===== src/rtl/lsu_pkg.sv =====
// lsu_pkg: shared types, funct3 encodings and size/legality helpers for the
// MEM-stage load/store unit.
package lsu_pkg;

    localparam logic [2:0] F3_B  = 3'b000;
    localparam logic [2:0] F3_H  = 3'b001;
    localparam logic [2:0] F3_W  = 3'b010;
    localparam logic [2:0] F3_BU = 3'b100;
    localparam logic [2:0] F3_HU = 3'b101;

    typedef enum logic [1:0] {
        IDLE,
        SECOND,
        FINISH
    } lsu_state_t;

    // Access size in bytes; unsigned variants share the size of the signed ones.
    function automatic logic [2:0] size_bytes(input logic [2:0] f3);
        case (f3)
            F3_B, F3_BU: return 3'd1;
            F3_H, F3_HU: return 3'd2;
            default:     return 3'd4;
        endcase
    endfunction

    function automatic logic op_legal(input logic ld, input logic st, input logic [2:0] f3);
        if (ld && st) return 1'b0;
        if (ld)       return f3 inside {F3_B, F3_H, F3_W, F3_BU, F3_HU};
        if (st)       return f3 inside {F3_B, F3_H, F3_W};
        return 1'b0;
    endfunction

    // True when the access spills past byte 3 of its word.
    function automatic logic crosses(input logic [1:0] off, input logic [2:0] f3);
        return ({1'b0, off} + size_bytes(f3)) > 3'd4;
    endfunction

endpackage


===== src/rtl/lsu_align.sv =====
// lsu_align: combinational lane steering for stores (low/high word halves)
// and byte merge plus sign/zero extension for loads.
module lsu_align
    import lsu_pkg::*;
(
    input  logic [1:0]  off_i,
    input  logic [2:0]  funct3_i,
    input  logic [31:0] wdata_i,
    input  logic [31:0] lo_word_i,
    input  logic [31:0] rdata_i,
    input  logic        cross_i,
    output logic [3:0]  be_lo_o,
    output logic [3:0]  be_hi_o,
    output logic [31:0] wdata_lo_o,
    output logic [31:0] wdata_hi_o,
    output logic [31:0] load_o
);

    logic [3:0]  mask;
    logic [7:0]  lanes;
    logic [63:0] wsh;
    logic [63:0] rcat;
    logic [31:0] r;

    // Shift a two-word window so the high half naturally holds the spill-over lanes/bytes.
    always_comb begin
        case (size_bytes(funct3_i))
            3'd1:    mask = 4'b0001;
            3'd2:    mask = 4'b0011;
            default: mask = 4'b1111;
        endcase
        lanes      = {4'b0000, mask} << off_i;
        be_lo_o    = lanes[3:0];
        be_hi_o    = lanes[7:4];
        wsh        = {32'd0, wdata_i} << {off_i, 3'b000};
        wdata_lo_o = wsh[31:0];
        wdata_hi_o = wsh[63:32];
        rcat       = cross_i ? {rdata_i, lo_word_i} : {32'd0, rdata_i};
        r          = 32'(rcat >> {off_i, 3'b000});
        case (funct3_i)
            F3_B:    load_o = {{24{r[7]}}, r[7:0]};
            F3_H:    load_o = {{16{r[15]}}, r[15:0]};
            F3_BU:   load_o = {24'd0, r[7:0]};
            F3_HU:   load_o = {16'd0, r[15:0]};
            default: load_o = r;
        endcase
    end

endmodule


===== src/rtl/mem_stage_lsu.sv =====
// mem_stage_lsu: MEM-stage load/store unit driving a synchronous-read word
// memory. Word-crossing accesses are split into two memory cycles.
// Build option LSU_MISALIGN_TRAP_EN: crossing accesses fault (misalign_fault)
// instead of being split, with no memory access.
module mem_stage_lsu
    import lsu_pkg::*;
#(
    parameter int ADDR_W = 32
) (
    input  logic              clock,
    input  logic              reset,
    input  logic              req_valid,
    output logic              req_ready,
    input  logic              is_load,
    input  logic              is_store,
    input  logic [2:0]        funct3,
    input  logic [ADDR_W-1:0] addr,
    input  logic [31:0]       wdata,
    output logic [ADDR_W-3:0] mem_addr,
    output logic              mem_wen,
    output logic [3:0]        mem_be,
    output logic [31:0]       mem_wdata,
    input  logic [31:0]       mem_rdata,
    output logic              done,
    output logic [31:0]       load_data,
    output logic              illegal_op,
`ifdef LSU_MISALIGN_TRAP_EN
    output logic              misalign_fault,
`endif
    output logic              stall
);

    localparam int WA = ADDR_W - 2;

    lsu_state_t        state_q, state_d;
    logic [ADDR_W-1:0] addr_q;
    logic [2:0]        f3_q;
    logic [31:0]       wdata_q, lo_q, res_q;
    logic              ld_q, st_q, ill_q;
    logic              in_idle, accept, legal, trap, kill;
    logic [1:0]        a_off;
    logic [2:0]        a_f3;
    logic [31:0]       a_wd;
    logic              a_cross;
    logic [3:0]        be_lo, be_hi, be_c;
    logic [31:0]       wd_lo, wd_hi, wd_c, merged;
    logic              wen_c;

    assign in_idle   = (state_q == IDLE);
    assign req_ready = in_idle;
    assign accept    = req_valid && in_idle && (is_load || is_store);
    assign legal     = op_legal(is_load, is_store, funct3);

    // The aligner sees live inputs while issuing the first access, captured ones afterwards.
    assign a_off   = in_idle ? addr[1:0] : addr_q[1:0];
    assign a_f3    = in_idle ? funct3    : f3_q;
    assign a_wd    = in_idle ? wdata     : wdata_q;
    assign a_cross = crosses(a_off, a_f3);

`ifdef LSU_MISALIGN_TRAP_EN
    logic mis_q;
    assign trap           = legal && a_cross;
    assign kill           = ill_q || mis_q;
    assign misalign_fault = done && mis_q;
`else
    assign trap = 1'b0;
    assign kill = ill_q;
`endif

    lsu_align u_align (
        .off_i      (a_off),
        .funct3_i   (a_f3),
        .wdata_i    (a_wd),
        .lo_word_i  (lo_q),
        .rdata_i    (mem_rdata),
        .cross_i    (a_cross),
        .be_lo_o    (be_lo),
        .be_hi_o    (be_hi),
        .wdata_lo_o (wd_lo),
        .wdata_hi_o (wd_hi),
        .load_o     (merged)
    );

    // Next-state and memory-port drive; first access goes out in the accept cycle.
    always_comb begin
        state_d  = state_q;
        mem_addr = addr[ADDR_W-1:2];
        be_c     = 4'b0000;
        wd_c     = 32'd0;
        wen_c    = 1'b0;
        case (state_q)
            IDLE: begin
                if (accept) begin
                    if (legal && !trap) begin
                        be_c  = be_lo;
                        wd_c  = wd_lo;
                        wen_c = is_store;
                    end
                    state_d = (legal && a_cross && !trap) ? SECOND : FINISH;
                end
            end
            SECOND: begin
                mem_addr = addr_q[ADDR_W-1:2] + {{(WA-1){1'b0}}, 1'b1};
                be_c     = be_hi;
                wd_c     = wd_hi;
                wen_c    = st_q;
                state_d  = FINISH;
            end
            FINISH:  state_d = IDLE;
            default: state_d = IDLE;
        endcase
    end

    // Reset kills the write strobe combinationally so an in-flight store aborts at once.
    assign mem_wen    = wen_c & reset;
    assign mem_be     = be_c & {4{reset}};
    assign mem_wdata  = wd_c;
    assign done       = (state_q == FINISH);
    assign illegal_op = done && ill_q;
    assign stall      = req_valid && !done;
    // Stores leave the previous load result visible.
    assign load_data  = (done && (ld_q || kill)) ? (kill ? 32'd0 : merged) : res_q;

    // State, request capture, low-word latch for split loads, and result hold.
    always_ff @(posedge clock or negedge reset) begin
        if (!reset) begin
            state_q <= IDLE;
            addr_q  <= '0;
            f3_q    <= 3'd0;
            wdata_q <= 32'd0;
            lo_q    <= 32'd0;
            res_q   <= 32'd0;
            ld_q    <= 1'b0;
            st_q    <= 1'b0;
            ill_q   <= 1'b0;
`ifdef LSU_MISALIGN_TRAP_EN
            mis_q   <= 1'b0;
`endif
        end else begin
            state_q <= state_d;
            if (accept) begin
                addr_q  <= addr;
                f3_q    <= funct3;
                wdata_q <= wdata;
                ld_q    <= is_load;
                st_q    <= is_store;
                ill_q   <= !legal;
`ifdef LSU_MISALIGN_TRAP_EN
                mis_q   <= trap;
`endif
            end
            if (state_q == SECOND) lo_q <= mem_rdata;
            if (done && (ld_q || kill)) res_q <= load_data;
        end
    end

endmodule

===== config.mk =====
export PLATFORM = sky130hd
export DESIGN_NAME = mem_stage_lsu
export DESIGN_NICKNAME = d
export VERILOG_FILES = /design/src/rtl/lsu_pkg.sv /design/src/rtl/lsu_align.sv /design/src/rtl/mem_stage_lsu.sv
export SDC_FILE = /design/constraint.sdc
export NUM_CORES = 1
export LEC_CHECK = 0
export ABC_AREA = 1
export CORE_ASPECT_RATIO = 1.5
export CORE_MARGIN = 3
export CORE_UTILIZATION = 55
export DETAILED_ROUTE_END_ITERATION = 10
export PLACE_DENSITY_LB_ADDON = 0.08
export SYNTH_ARGS = -nofsm -noshare
export SYNTH_HDL_FRONTEND = slang
export SYNTH_SLANG_ARGS = --single-unit

===== constraint.sdc =====
create_clock -name clock -period 8.1 [get_ports clock]
set_input_delay 1.62 -clock clock [delete_from_list [all_inputs] [get_ports clock]]
set_output_delay 1.62 -clock clock [all_outputs]
set_load 0.05 [all_outputs]

**Word level (Yosys, flattened, before mapping)**

Cells that the tools add are included.

- Bitwise logic cells: 2
- Equal/unequal tests: 12
- Magnitude comparators: 1
- Mux-type cells: 34
- Reduce and logical (&&, ||, !) cells: 18
- Add/sub/neg operators: 2
- Shifts and indexed selects: 3

Operators by type and width:

| cell | number |
|---|---|
| two-way mux 32 bit | 5 |
| case mux 32 bit (4 select lines) | 1 |
| two-way mux 64 bit | 1 |
| case mux 32 bit (2 select lines) | 1 |
| left shift 32 x 5 -> 64 bit | 1 |
| right shift 64 x 5 -> 32 bit | 1 |
| adder 30 x 1 -> 30 bit (second input constant) | 1 |
| two-way mux 30 bit | 1 |
| case mux 4 bit (2 select lines) | 2 |
| two-way mux 1 bit | 14 |
| == test 3 bit (second input constant) | 4 |
| == test 3 x 1 -> 1 bit (second input constant) | 3 |
| two-way mux 4 bit | 2 |
| left shift 4 x 2 -> 8 bit | 1 |
| logical AND 1 bit | 7 |
| == test 3 x 2 -> 1 bit (second input constant) | 2 |
| zero test 3 bit | 2 |
| two-way mux 2 bit | 3 |
| case mux 3 bit (2 select lines) | 1 |
| nonzero test 5 bit | 1 |
| bitwise AND 4 bit | 1 |
| case mux 2 bit (2 select lines) | 1 |
| OR reduction 2 bit | 2 |
| adder 2 x 3 -> 3 bit | 1 |
| other kinds (11) | 13 |

- Word-level logic and storage cells: 81
- Bits in registers: 136

**Depth between registers and ports, before layout**

Gate-level depths: netlist of the first run.

- Depth after elaboration: 12
- Mapped depth: 23
- Mapped depth without buffers: 20

**By module**

Synthesis of the first run repeated with hierarchy kept, for this count alone.

- Cells, all modules: 1675
- Area, all modules: 10271.1 um2

By module, submodules not included:

| module | area each (um2) | cells an instance | times used | seq. area each (um2) |
|---|---|---|---|---|
| mem_stage_lsu | 7679.9 | 1106 | 1 | 3403.3 |
| lsu_align | 2591.2 | 569 | 1 | 0.0 |

**Least setup slack after synthesis of the first run**

Ideal clock, no wire load.

- Path kind: input -> output
- Start point: input addr[0]
- End point: output load_data[4]
- Cell stages on the path: 16
- Arrival time: 5.018 ns
- Path slack: 1.462 ns
- Data required time: 6.480 ns
- Buffers on the path: 5
- Path through: nand2_1 o21ai_2 buf_2 buf_2 buf_2 ha_1 inv_1 fa_1 nand2_1 nand3_2 buf_6 buf_6 o21ai_1 o21ai_0 a31o_2 o21ai_0

- Word-level cells in the longest chain between the ends: 8

RTL lines:

| item | line | source |
|---|---|---|
| start: declaration | mem_stage_lsu.sv:17 | `input logic [ADDR_W-1:0] addr,` |
| two-way mux 2 bit * | mem_stage_lsu.sv:55 | `assign a_off = in_idle ? addr[1:0] : addr_q[1:0];` |
| adder 2 x 3 -> 3 bit | lsu_pkg.sv:35 | `return ({1'b0, off} + size_bytes(f3)) > 3'd4;` |
| greater-than comparator 3 bit | lsu_pkg.sv:35 |  |
| two-way mux 64 bit | lsu_align.sv:38 | `rcat = cross_i ? {rdata_i, lo_word_i} : {32'd0, rdata_i};` |
| right shift 64 x 5 -> 32 bit * | lsu_align.sv:39 | `r = 32'(rcat >> {off_i, 3'b000});` |
| case mux 32 bit (4 select lines) * | lsu_align.sv:40 | `case (funct3_i)` |
| two-way mux 32 bit * (2 in a row) | mem_stage_lsu.sv:122 | `assign load_data = (done && (ld_q \|\| kill)) ? (kill ? 32'd0 : merged) : res_q;` |
| end: declaration | mem_stage_lsu.sv:25 | `output logic [31:0] load_data,` |

Mark *: on every way between the ends. The rest lies on a longest branch, timed or not.

**Final worst setup path of the first run**

- Start point: input addr[1]
- End point: output load_data[13]

The elaborated chain is that of the path after synthesis.

==> results of run 1 <==
## synth_stat cells (3+ instances only)
cell and instances:
a211oi_1 7, a21oi_1 31, a31o_1 3, buf_2 12
buf_4 4, buf_6 7, clkbuf_1 49, dfrtp_1 136
inv_1 143, inv_2 8, mux2i_1 3, nand2_1 454
nand2_2 6, nand3_1 55, nand3_2 5, nand4_1 8
nor2_1 80, nor3_1 17, nor4_1 3, o2111ai_1 3
o21ai_0 223, o21ai_1 36, o22ai_1 22, or2_1 11
or2_2 3, xnor2_1 6, xor2_1 15
## critical path, stage by stage
cell and delay [ns]:
clkdlybuf4s50_1 0.49, nand2_2 0.07, o21ai_4 0.32, inv_1 0.19, fa_1 0.50, nand2_1 0.16, nand3_2 0.39, buf_12 0.34
nand2_1 0.10, o21ai_1 0.07, nand2_1 0.06, nand2_1 0.08, o21ai_0 0.41, nand2_1 0.09, nand2_1 0.11, nand2_1 0.12
buf_12 0.17
## worst paths after layout
| kind | from | end | slack [ns] | cells past startpoint |
|---|---|---|---|---|
| worst max-delay path | addr[1] | load_data[13] | 1.13 | 17 |
| worst min-delay path | res_q[12] | res_q[12] | 0.47 | 2 |
| worst max register to register | state_q[1] | res_q[13] | 3.85 | 16 |
| worst min register to register | res_q[12] | res_q[12] | 0.47 | 2 |
| max in group asynchronous | reset | wdata_q[16] | 5.50 | 2 |
| min in group asynchronous | reset | lo_q[27] | 1.20 | 1 |
## per-layer routing
metal / global-route usage / share of wire / vias up / wire, um
met4: 0.291 / 0.095 / 0 / 2980
met1: 0.380 / 0.35 / 4545 / 10900
li1: - / - / 4750 / -
met2: 0.573 / 0.48 / 549 / 15100
met3: 0.0749 / 0.073 / 162 / 2300
met5: 0 / 0 / - / 0
## logic make-up after synthesis
family | after synthesis | synth area share
DFF | 136 | 0.375
xor gates and xnor gates | 21 | 0.0203
buffers and inverters | 227 | 0.103
AOI/OAI and AO/OA | 335 | 0.197
and+or+nand+nor | 648 | 0.296
muxes | 3 | 0.00331
adders and majority gates | 3 | 0.00497
## sequential cells by signal, indices dropped and copies added, names as in the netlist
register	cells
ill_q	1
state_q	2
addr_q	32
f3_q	3
ld_q	1
lo_q	32
wdata_q	32
res_q	32
st_q	1
## where the power goes
part | internal, uW | total (uW) | switching [uW] | leakage [uW]
clock | 441 | 764 | 323 | 0.000268
combinational | 1060 | 3270 | 2210 | 0.00380
sequential | 1010 | 1210 | 195 | 0.00170
total | 2510 | 5240 | 2720 | 0.00577
## cell usage in the layout, fill, tap and decap left out, types with 11 or more instances in the layout
cell and n:
nor3_1 17, o21ai_1 35, o21ai_0 223, clkbuf_16 17, clkdlybuf4s50_1 173, o22ai_1 22
buf_12 33, dfrtp_1 136, xor2_1 15, nand3_1 55, inv_1 143, nand2_1 454
a21oi_1 31, nor2_1 79, or2_1 11
## metrics by stage
step | hold WS [ns] | cells | cell area (sq um)
3_3_place_gp | 0.455 | 1719 | 11500
3_5_place_dp | 0.461 | 1719 | 11500
4_1_cts | 0.479 | 1751 | 12000
2_1_floorplan | 0.442 | 1373 | 9070
5_1_grt | 0.486 | 1751 | 12000
6_report | 0.474 | 1751 | 12000
## layout make-up
class | count | area [sq um] | share of cell area
Clock buffer | 19 | 453 | 0.0377
Sequential cell | 136 | 3400 | 0.283
Clock inverter | 13 | 121 | 0.0101
Inverter | 154 | 579 | 0.0482
Timing Repair Buffer | 216 | 2470 | 0.205
Tap cell | 203 | 254 | 0.0211
Multi-Input combinational cell | 1010 | 4750 | 0.395
==> metrics.csv, run 1 <==
stage;metric;value;unit
worst_setup_path;crit path DAT;5.35;ns
cells_and_area;nets;1642;
routing;Routed Antenna Nets;0;
synth;prevailing post-synth register cell;dfrtp_1;
routing;Total Routed Length;31.4;mm
floorplan;die area;0.0181;sq mm
floorplan;Die H;163;um
min_path;worst hold path class;flip-flop to flip-flop;
routing;TritonRoute pass-1 iters;6;
synth;Mapped Nets;1480;
global_route;first-pass GRT wire length;49.5;mm
cts;CTS H-Tree Depth;4;
global_route;vias in the first global route;9756;
routing;first-iteration detailed-routing DRC count;871;
power;Design Power;5240;uW
run_status;outcome;completed;
global_route;initial antenna violation count;0;
floorplan;I/O pin count;207;
run;Max Cap Violations;0;
synth;Avg Cell Area, Syn;6.60;sq um
cts;CTS clk-pin slew, worst paths;0.06;ns
cells_and_area;ratio of cells with drive above 1 in the final layout;0.0698;
place;routability cong.;0.996;
synth;Netlist cell types;45;
place;worst slack at placement;1.20;ns
synth;Async SR Flop Fraction;1.00;
cts;post-CTS sizing;0;
worst_setup_path;Critical Path RT;6.48;ns
cells_and_area;FILL cells;1252;
sta;f_max;144;MHz
floorplan;Initial Util;0.570;
sta;Final Max Slew Viols;0;
synth;Cells after Synth;1373;
cts;CTS Hold Bufs;0;
power;PD cells;435;mW/mm^2
floorplan;Die Span X;111;um
cts;CTS tree;done;
routing;drt wl/cell;17.9;um
cts;Num CTS Buffers;17;
power;peak supply drop;272;uV
sta;Fin Clk Skew;0.00633;ns
floorplan;# rows;56;
cts;postcts setup bufs;0;
synth;Seq/Total Area, Yosys;0.375;
worst_setup_path;CP endpoint kind;primary output;
place;# port buffers;206;
routing;drt drc;0;
worst_setup_path;Setup CP Type;primary input to primary output;
synth;Synth Warn #;0;
sta;fin crit share;0.860;
cells_and_area;n_diodes;0;
sta;final setup fails;0;
floorplan;Core Footprint;0.0159;sq mm
worst_setup_path;worst-path fanout max;47;
sta;total negative setup slack;0;ns
cts;clk sinks;136;
global_route;total gr overflow;0;
global_route;GRT Total Usage;0.347;
cts;CTS Root Cell;clkbuf_16;
sta;worst slew pin tran;1.06;ns
cts;Clk Latency, worst-skew pair;0.43;ns
routing;vias post-DR;10006;
synth;top cell type's share of synthesized area;0.375;
routing;Vias/cell;5.71;
sta;Period minus WS final;6.97;ns
sta;Final Hold Fails;0;
power;P_leak;0.00577;uW
synth;EDFF count, synth;0;
synth;synth top area cells;dfrtp_1 (38%), nand2_1 (19%), o21ai_0 (12%);
synth;FF+latch count, synth;136;
cells_and_area;synthesis-to-layout area growth;32.7;%
sta;worst setup margin;1.13;ns
global_route;maximum number of pins on one net before global-route repair;83;
worst_setup_path;Startpoint Class;primary input;
sta;RSZ-0062 raised after global routing;false;
synth;Mapped Area;0.00907;sq mm
place;HPWL Detailed;22.6;mm
cts;Max Root-Sink Buffers;2;
sta;slew margin rel.;0.290;
synth;Yosys top cell by area;dfrtp_1;
cells_and_area;Finished Core Util;0.756;
Note: power is estimated with default switching activity, not from simulation.
==> run 2, diff against run 1 <==
Clock period 8.1 ns to 8.95 ns, I/O delays scaled along.
==> run 2 against run 1 <==
Net effect:
- register-to-register slack improved by 0.59 ns
- via count fell by 1.0%
- sequential cell count did not move
- critical path type unchanged
- largest cell class unchanged
- largest power group unchanged
==> metrics.csv, run 2 (synthesized netlist as in run 1, its figures left out) <==
stage;metric;value;unit;change
run_status;outcome;completed;;unchanged
cells_and_area;Final Cell Area;0.0119;sq mm;was 0.0120 sq mm
routing;drt wl/cell;17.8;um;was 17.9 um
global_route;GRT Total Usage;0.347;;about the same
floorplan;I/O pin count;207;;unchanged
cells_and_area;nets;1642;;unchanged
power;peak supply drop;255;uV;was 272 uV
cells_and_area;commonest non-fill, non-tap cells in the layout;nand2_1 (454), o21ai_0 (223), clkdlybuf4s50_1 (174);;was nand2_1 (454), o21ai_0 (223), clkdlybuf4s50_1 (173)
global_route;total gr overflow;0;;unchanged
place;Placed Area;0.0113;sq mm;was 0.0115 sq mm
cts;Max Root-Sink Buffers;2;;unchanged
min_path;worst hold path class;flip-flop to flip-flop;;unchanged
cts;clk sinks;136;;unchanged
place;# port buffers;206;;unchanged
floorplan;die area;0.0181;sq mm;unchanged
sta;final setup fails;0;;unchanged
routing;Routed Antenna Nets;0;;unchanged
floorplan;Die Span X;111;um;unchanged
worst_setup_path;Startpoint Class;primary input;;unchanged
cts;Clk Latency, worst-skew pair;0.44;ns;was 0.43 ns
sta;RSZ-0062 raised after global routing;false;;unchanged
place;HPWL Detailed;22.3;mm;was 22.6 mm
worst_setup_path;Setup CP Type;primary input to primary output;;unchanged
run;Max Cap Violations;0;;unchanged
cts;CTS Hold Bufs;0;;unchanged
routing;TritonRoute pass-1 iters;6;;unchanged
sta;total negative setup slack;0;ns;unchanged
cells_and_area;synthesis-to-layout area growth;31.0;%;was 32.7%
sta;worst slew pin tran;1.07;ns;was 1.06 ns
sta;f_max;134;MHz;
global_route;initial antenna violation count;2;;was 0
place;routability cong.;0.960;;was 0.996
routing;drt drc;0;;unchanged
global_route;met2 usage;0.585;;was 0.573
power;P_leak;0.00573;uW;was 0.00577 uW
routing;Vias/cell;5.65;;was 5.71
routing;vias post-DR;9905;;was 10006
worst_setup_path;Critical Path RT;7.16;ns;was 6.48 ns
power;switching fraction of total power;0.524;;was 0.520
cells_and_area;most common cell after layout, fill and taps aside;nand2_1;;unchanged
global_route;first-pass GRT wire length;49.6;mm;was 49.5 mm
worst_setup_path;crit path DAT;5.65;ns;was 5.35 ns
floorplan;Die H;163;um;unchanged
sta;Final Hold Fails;0;;unchanged
sta;Hold Worst Slack;0.474;ns;about the same
cts;CTS Root Cell;clkbuf_16;;unchanged
global_route;met1 GRT Util;0.383;;was 0.380
cts;postcts setup bufs;0;;unchanged
power;combinational power share;0.608;;was 0.624
power;NetSw;2450;uW;was 2720 uW
cts;Num CTS Buffers;17;;unchanged
cts;CTS H-Tree Depth;4;;unchanged
routing;first-iteration detailed-routing DRC count;906;;was 871
sta;Final Max Slew Viols;0;;unchanged
sta;Fin Clk Skew;0.00932;ns;was 0.00633 ns
power;Seq pwr share;0.233;;was 0.230
power;PD cells;394;mW/mm^2;was 435 mW/mm^2
worst_setup_path;worst-path fanout max;53;;was 47
cts;CTS clk-pin slew, worst paths;0.06;ns;about the same
floorplan;Initial Util;0.570;;unchanged
sta;Period minus WS final;7.44;ns;
global_route;maximum number of pins on one net before global-route repair;83;;unchanged
floorplan;Core Footprint;0.0159;sq mm;unchanged
sta;slew margin rel.;0.285;;was 0.290
floorplan;# rows;56;;unchanged
power;clock power share;0.159;;was 0.146
worst_setup_path;CP endpoint kind;primary output;;unchanged
cells_and_area;ratio of cells with drive above 1 in the final layout;0.0685;;was 0.0698
cts;post-CTS sizing;0;;unchanged
global_route;met3 usage;0.0678;;was 0.0749
global_route;gr busiest metal;met2;;unchanged
routing;Total Routed Length;31.3;mm;was 31.4 mm
power;Int Pwr;2230;uW;was 2510 uW
cts;CTS tree;done;;unchanged
global_route;vias in the first global route;9734;;was 9756
sta;fin crit share;0.831;;
run 2: cell types whose count changed in the layout (fill, tap and decap cells not counted):
cell	change
buf_4	+15
clkdlybuf4s50_1	+1
buf_12	-16
bufinv_16	+2
clkinvlp_4	-1
clkinv_2	-1
diode_2	+2
clkbuf_8	-1
clkbuf_1	+1
run 2: worst paths after layout:
kind                       cells past startpoint        from  slack, ns             to
setup / recovery                              18     addr[1]       1.51  load_data[24]
hold / removal                                 2   res_q[20]       0.47      res_q[20]
setup reg to reg                              18  state_q[0]       4.44      res_q[24]
hold reg to reg                                2   res_q[20]       0.47      res_q[20]
max in group asynchronous                      2       reset       6.15     wdata_q[4]
min in group asynchronous                      1       reset       1.32       lo_q[27]
run 2: cell type report:
| class | instances | area [sq um] |
|---|---|---|
| Fill cell | 1281 | 4030 |
| Sequential cell | 136 | 3400 |
| Tap cell | 203 | 254 |
| Clock inverter | 13 | 169 |
| Antenna cell | 2 | 5.00 |
| Inverter | 154 | 579 |
| Clock buffer | 19 | 443 |
| Multi-Input combinational cell | 1010 | 4750 |
| Timing Repair Buffer | 216 | 2270 |
run 2: power groups by stage:
stage	clock (uW)	sequential (uW)	combinational, uW
after floorplan	0	1040	2030
after global placement	0	1080	2750
after detailed placement	0	1090	2790
after CTS	749	1080	2810
after global routing	771	1120	3120
final	744	1090	2850
run 2: critical path, stage by stage:
cell	delay, ns
clkdlybuf4s50_1	0.49
nand2_2	0.08
o21ai_4	0.07
buf_4	0.33
inv_1	0.13
fa_1	0.55
nand2_1	0.12
nand3_2	0.26
buf_4	0.51
nand2_1	0.11
o21ai_1	0.11
nand2_1	0.06
nand2_1	0.12
nand2_1	0.06
a21oi_1	0.41
nand2_1	0.13
nand2_1	0.12
buf_12	0.15
run 2: stage by stage:
step	util	setup slack, ns	power (uW)	cells
after floorplan	-	1.97	3070	1373
after global placement	0.708	1.82	3830	1719
after detailed placement	0.708	1.73	3880	1719
after CTS	0.746	1.71	4640	1751
after global routing	0.747	1.26	5010	1753
final	0.747	1.51	4680	1753
run 2: layer usage:
layer  wire, um  vias up
li1           -     4748
met1      11100     4482
met2      15200      526
met3       2360      149
met4       2590        0
met5          0        -
==> run 3, diff against run 2 <==
Settings changed: CORE_UTILIZATION 55 to 52.
Clock period 8.95 ns to 6.9 ns, I/O delays scaled along.
==> run 3 against run 2 <==
Net effect:
- die area increased by 5.5%
- register-to-register slack got worse by 1.5 ns
- cell count increased by 0.23%
- critical path depth rose by 1
- sequential share of layout area down 0.42 points
- utilization is 3.4 points lower
- wire length fell by 2.5%
- first-iteration DRC count down 7.7%
- hold slack got worse by 0.0019 ns
- clock power up 23%
- global-route usage is 2.5 points lower
- combinational power rose by 35%
==> metrics.csv, run 3 (synthesized netlist as in run 1, its figures left out) <==
stage;metric;value;unit;change
run_status;outcome;completed;;unchanged
sta;worst setup margin;0.578;ns;was 1.51 ns
cts;Max Root-Sink Buffers;2;;unchanged
place;# port buffers;206;;unchanged
power;combinational power share;0.624;;was 0.608
cts;CTS Hold Bufs;0;;unchanged
routing;Total Routed Length;30.5;mm;was 31.3 mm
min_path;worst hold path class;flip-flop to flip-flop;;unchanged
sta;Final Max Slew Viols;0;;unchanged
routing;Routed Antenna Nets;0;;unchanged
cells_and_area;n_diodes;0;;was 2
routing;Vias/cell;5.58;;was 5.65
worst_setup_path;Critical Path RT;5.52;ns;was 7.16 ns
floorplan;Core Footprint;0.0169;sq mm;was 0.0159 sq mm
worst_setup_path;Setup CP Type;primary input to primary output;;unchanged
cts;CTS clk-pin slew, worst paths;0.06;ns;about the same
cts;CTS Root Cell;clkbuf_16;;unchanged
place;HPWL Detailed;22.1;mm;was 22.3 mm
cells_and_area;synthesis-to-layout area growth;32.9;%;was 31.0%
power;Design Power;6180;uW;was 4680 uW
floorplan;Die H;168;um;was 163 um
power;Int Pwr;2980;uW;was 2230 uW
routing;drt drc;0;;unchanged
power;peak supply drop;384;uV;was 255 uV
worst_setup_path;CP endpoint kind;primary output;;unchanged
worst_setup_path;Startpoint Class;primary input;;unchanged
sta;f_max;158;MHz;
floorplan;I/O pin count;207;;unchanged
global_route;GRT Total Usage;0.322;;was 0.347
floorplan;die area;0.0191;sq mm;was 0.0181 sq mm
worst_setup_path;worst-path fanout max;67;;was 53
power;Seq pwr share;0.228;;was 0.233
worst_setup_path;crit path DAT;4.94;ns;was 5.65 ns
sta;fin crit share;0.916;;
cells_and_area;ratio of cells with drive above 1 in the final layout;0.0692;;was 0.0685
cells_and_area;non-filler cells, final;1757;;was 1753
sta;Period minus WS final;6.32;ns;
cts;postcts setup bufs;0;;unchanged
cells_and_area;nets;1643;;was 1642
place;routability cong.;0.950;;was 0.960
cells_and_area;FILL cells;1461;;was 1281
routing;drt wl/cell;17.4;um;was 17.8 um
cts;CTS tree;done;;unchanged
place;Placed Instances;1727;;was 1719
cts;Clk Latency, worst-skew pair;0.43;ns;was 0.44 ns
power;NetSw;3200;uW;was 2450 uW
cts;Num CTS Buffers;17;;unchanged
global_route;maximum number of pins on one net before global-route repair;83;;unchanged
power;switching fraction of total power;0.517;;was 0.524
sta;RSZ-0062 raised after global routing;false;;unchanged
routing;first-iteration detailed-routing DRC count;836;;was 906
global_route;initial antenna violation count;0;;was 2
floorplan;Die Span X;114;um;was 111 um
place;worst slack at placement;0.646;ns;was 1.73 ns
worst_setup_path;worst reg2reg setup slack;2.91;ns;was 4.44 ns
sta;total negative setup slack;0;ns;unchanged
floorplan;# rows;58;;was 56
sta;final setup fails;0;;unchanged
power;PD cells;513;mW/mm^2;was 394 mW/mm^2
power;clock power share;0.148;;was 0.159
global_route;vias in the first global route;9486;;was 9734
cts;CTS H-Tree Depth;4;;unchanged
floorplan;Initial Util;0.536;;was 0.570
cts;post-CTS sizing;0;;unchanged
cells_and_area;most common cell after layout, fill and taps aside;nand2_1;;unchanged
cts;clk sinks;136;;unchanged
routing;TritonRoute pass-1 iters;6;;unchanged
sta;slew margin rel.;0.310;;was 0.285
cells_and_area;commonest non-fill, non-tap cells in the layout;nand2_1 (454), o21ai_0 (223), clkdlybuf4s50_1 (173);;was nand2_1 (454), o21ai_0 (223), clkdlybuf4s50_1 (174)
global_route;total gr overflow;0;;unchanged
sta;worst slew pin tran;1.03;ns;was 1.07 ns
cells_and_area;Finished Core Util;0.713;;was 0.747
run;Max Cap Violations;0;;unchanged
routing;vias post-DR;9808;;was 9905
power;P_leak;0.00578;uW;was 0.00573 uW
global_route;first-pass GRT wire length;48.3;mm;was 49.6 mm
sta;Final Hold Fails;0;;unchanged
sta;Fin Clk Skew;0.00836;ns;was 0.00932 ns
==> run 3: cell count changes in the layout (fill, tap and decap cells not counted), sizes merged <==
cell / change
buf: +2
bufinv: -1
clkdlybuf4s50: -1
clkinv: +2
diode: -2
inv: -3
==> run 3: routing by layer <==
layer	GRT usage	vias to the layer above	routed length, um
li1	-	4754	-
met1	0.361	4491	11000
met2	0.538	439	15000
met3	0.0589	124	2020
met4	0.238	0	2460
met5	0	-	0
==> run 3: final cells by class <==
cell class | instances | area [sq um] | area share
clock inverter | 11 | 126 | 0.0105
inverter | 154 | 579 | 0.0481
clock buffer | 19 | 453 | 0.0376
tap | 210 | 263 | 0.0218
sequential | 136 | 3400 | 0.282
multi-input combinational | 1010 | 4750 | 0.394
timing repair buffer | 217 | 2480 | 0.206
==> run 3: critical path, cell delays in order <==
cell and delay, ns:
clkdlybuf4s50_1 0.45, nand2_2 0.11, nand2_1 0.17, nor2_2 0.17
ha_1 0.15, inv_1 0.04, fa_1 0.47, nand2_1 0.13
nand3_2 0.13, buf_12 0.26, clkinv_2 0.34, o21ai_0 0.35
nor2_1 0.07, nor2_1 0.11, o21ai_1 0.12, nand2_1 0.12
nand2_1 0.07, nand2_1 0.14, buf_12 0.14
==> run 3: power groups by stage <==
| stage | Clock (uW) | Combinational, uW | Sequential, uW |
|---|---|---|---|
| 2_1_floorplan | 0 | 2630 | 1350 |
| 3_3_place_gp | 0 | 3780 | 1400 |
| 3_5_place_dp | 0 | 3820 | 1410 |
| 4_1_cts | 915 | 3840 | 1410 |
| 5_1_grt | 948 | 4210 | 1450 |
| 6_report | 913 | 3860 | 1410 |
==> run 3: path summary, 6_finish.rpt <==
path / start / end / cells past startpoint
hold / removal: res_q[16] / res_q[16] / 2
hold reg to reg: res_q[16] / res_q[16] / 2
setup / recovery: funct3[1] / load_data[8] / 19
setup reg to reg: state_q[1] / res_q[8] / 19
max in group asynchronous: reset / res_q[10] / 2
min in group asynchronous: reset / lo_q[28] / 1
==> run 3: per-stage QoR <==
| step | instance area, sq um | hold slack, ns |
|---|---|---|
| after floorplan | 9070 | 0.442 |
| after global placement | 11500 | 0.457 |
| after detailed placement | 11500 | 0.461 |
| after CTS | 12100 | 0.475 |
| after global routing | 12100 | 0.497 |
| final | 12100 | 0.472 |
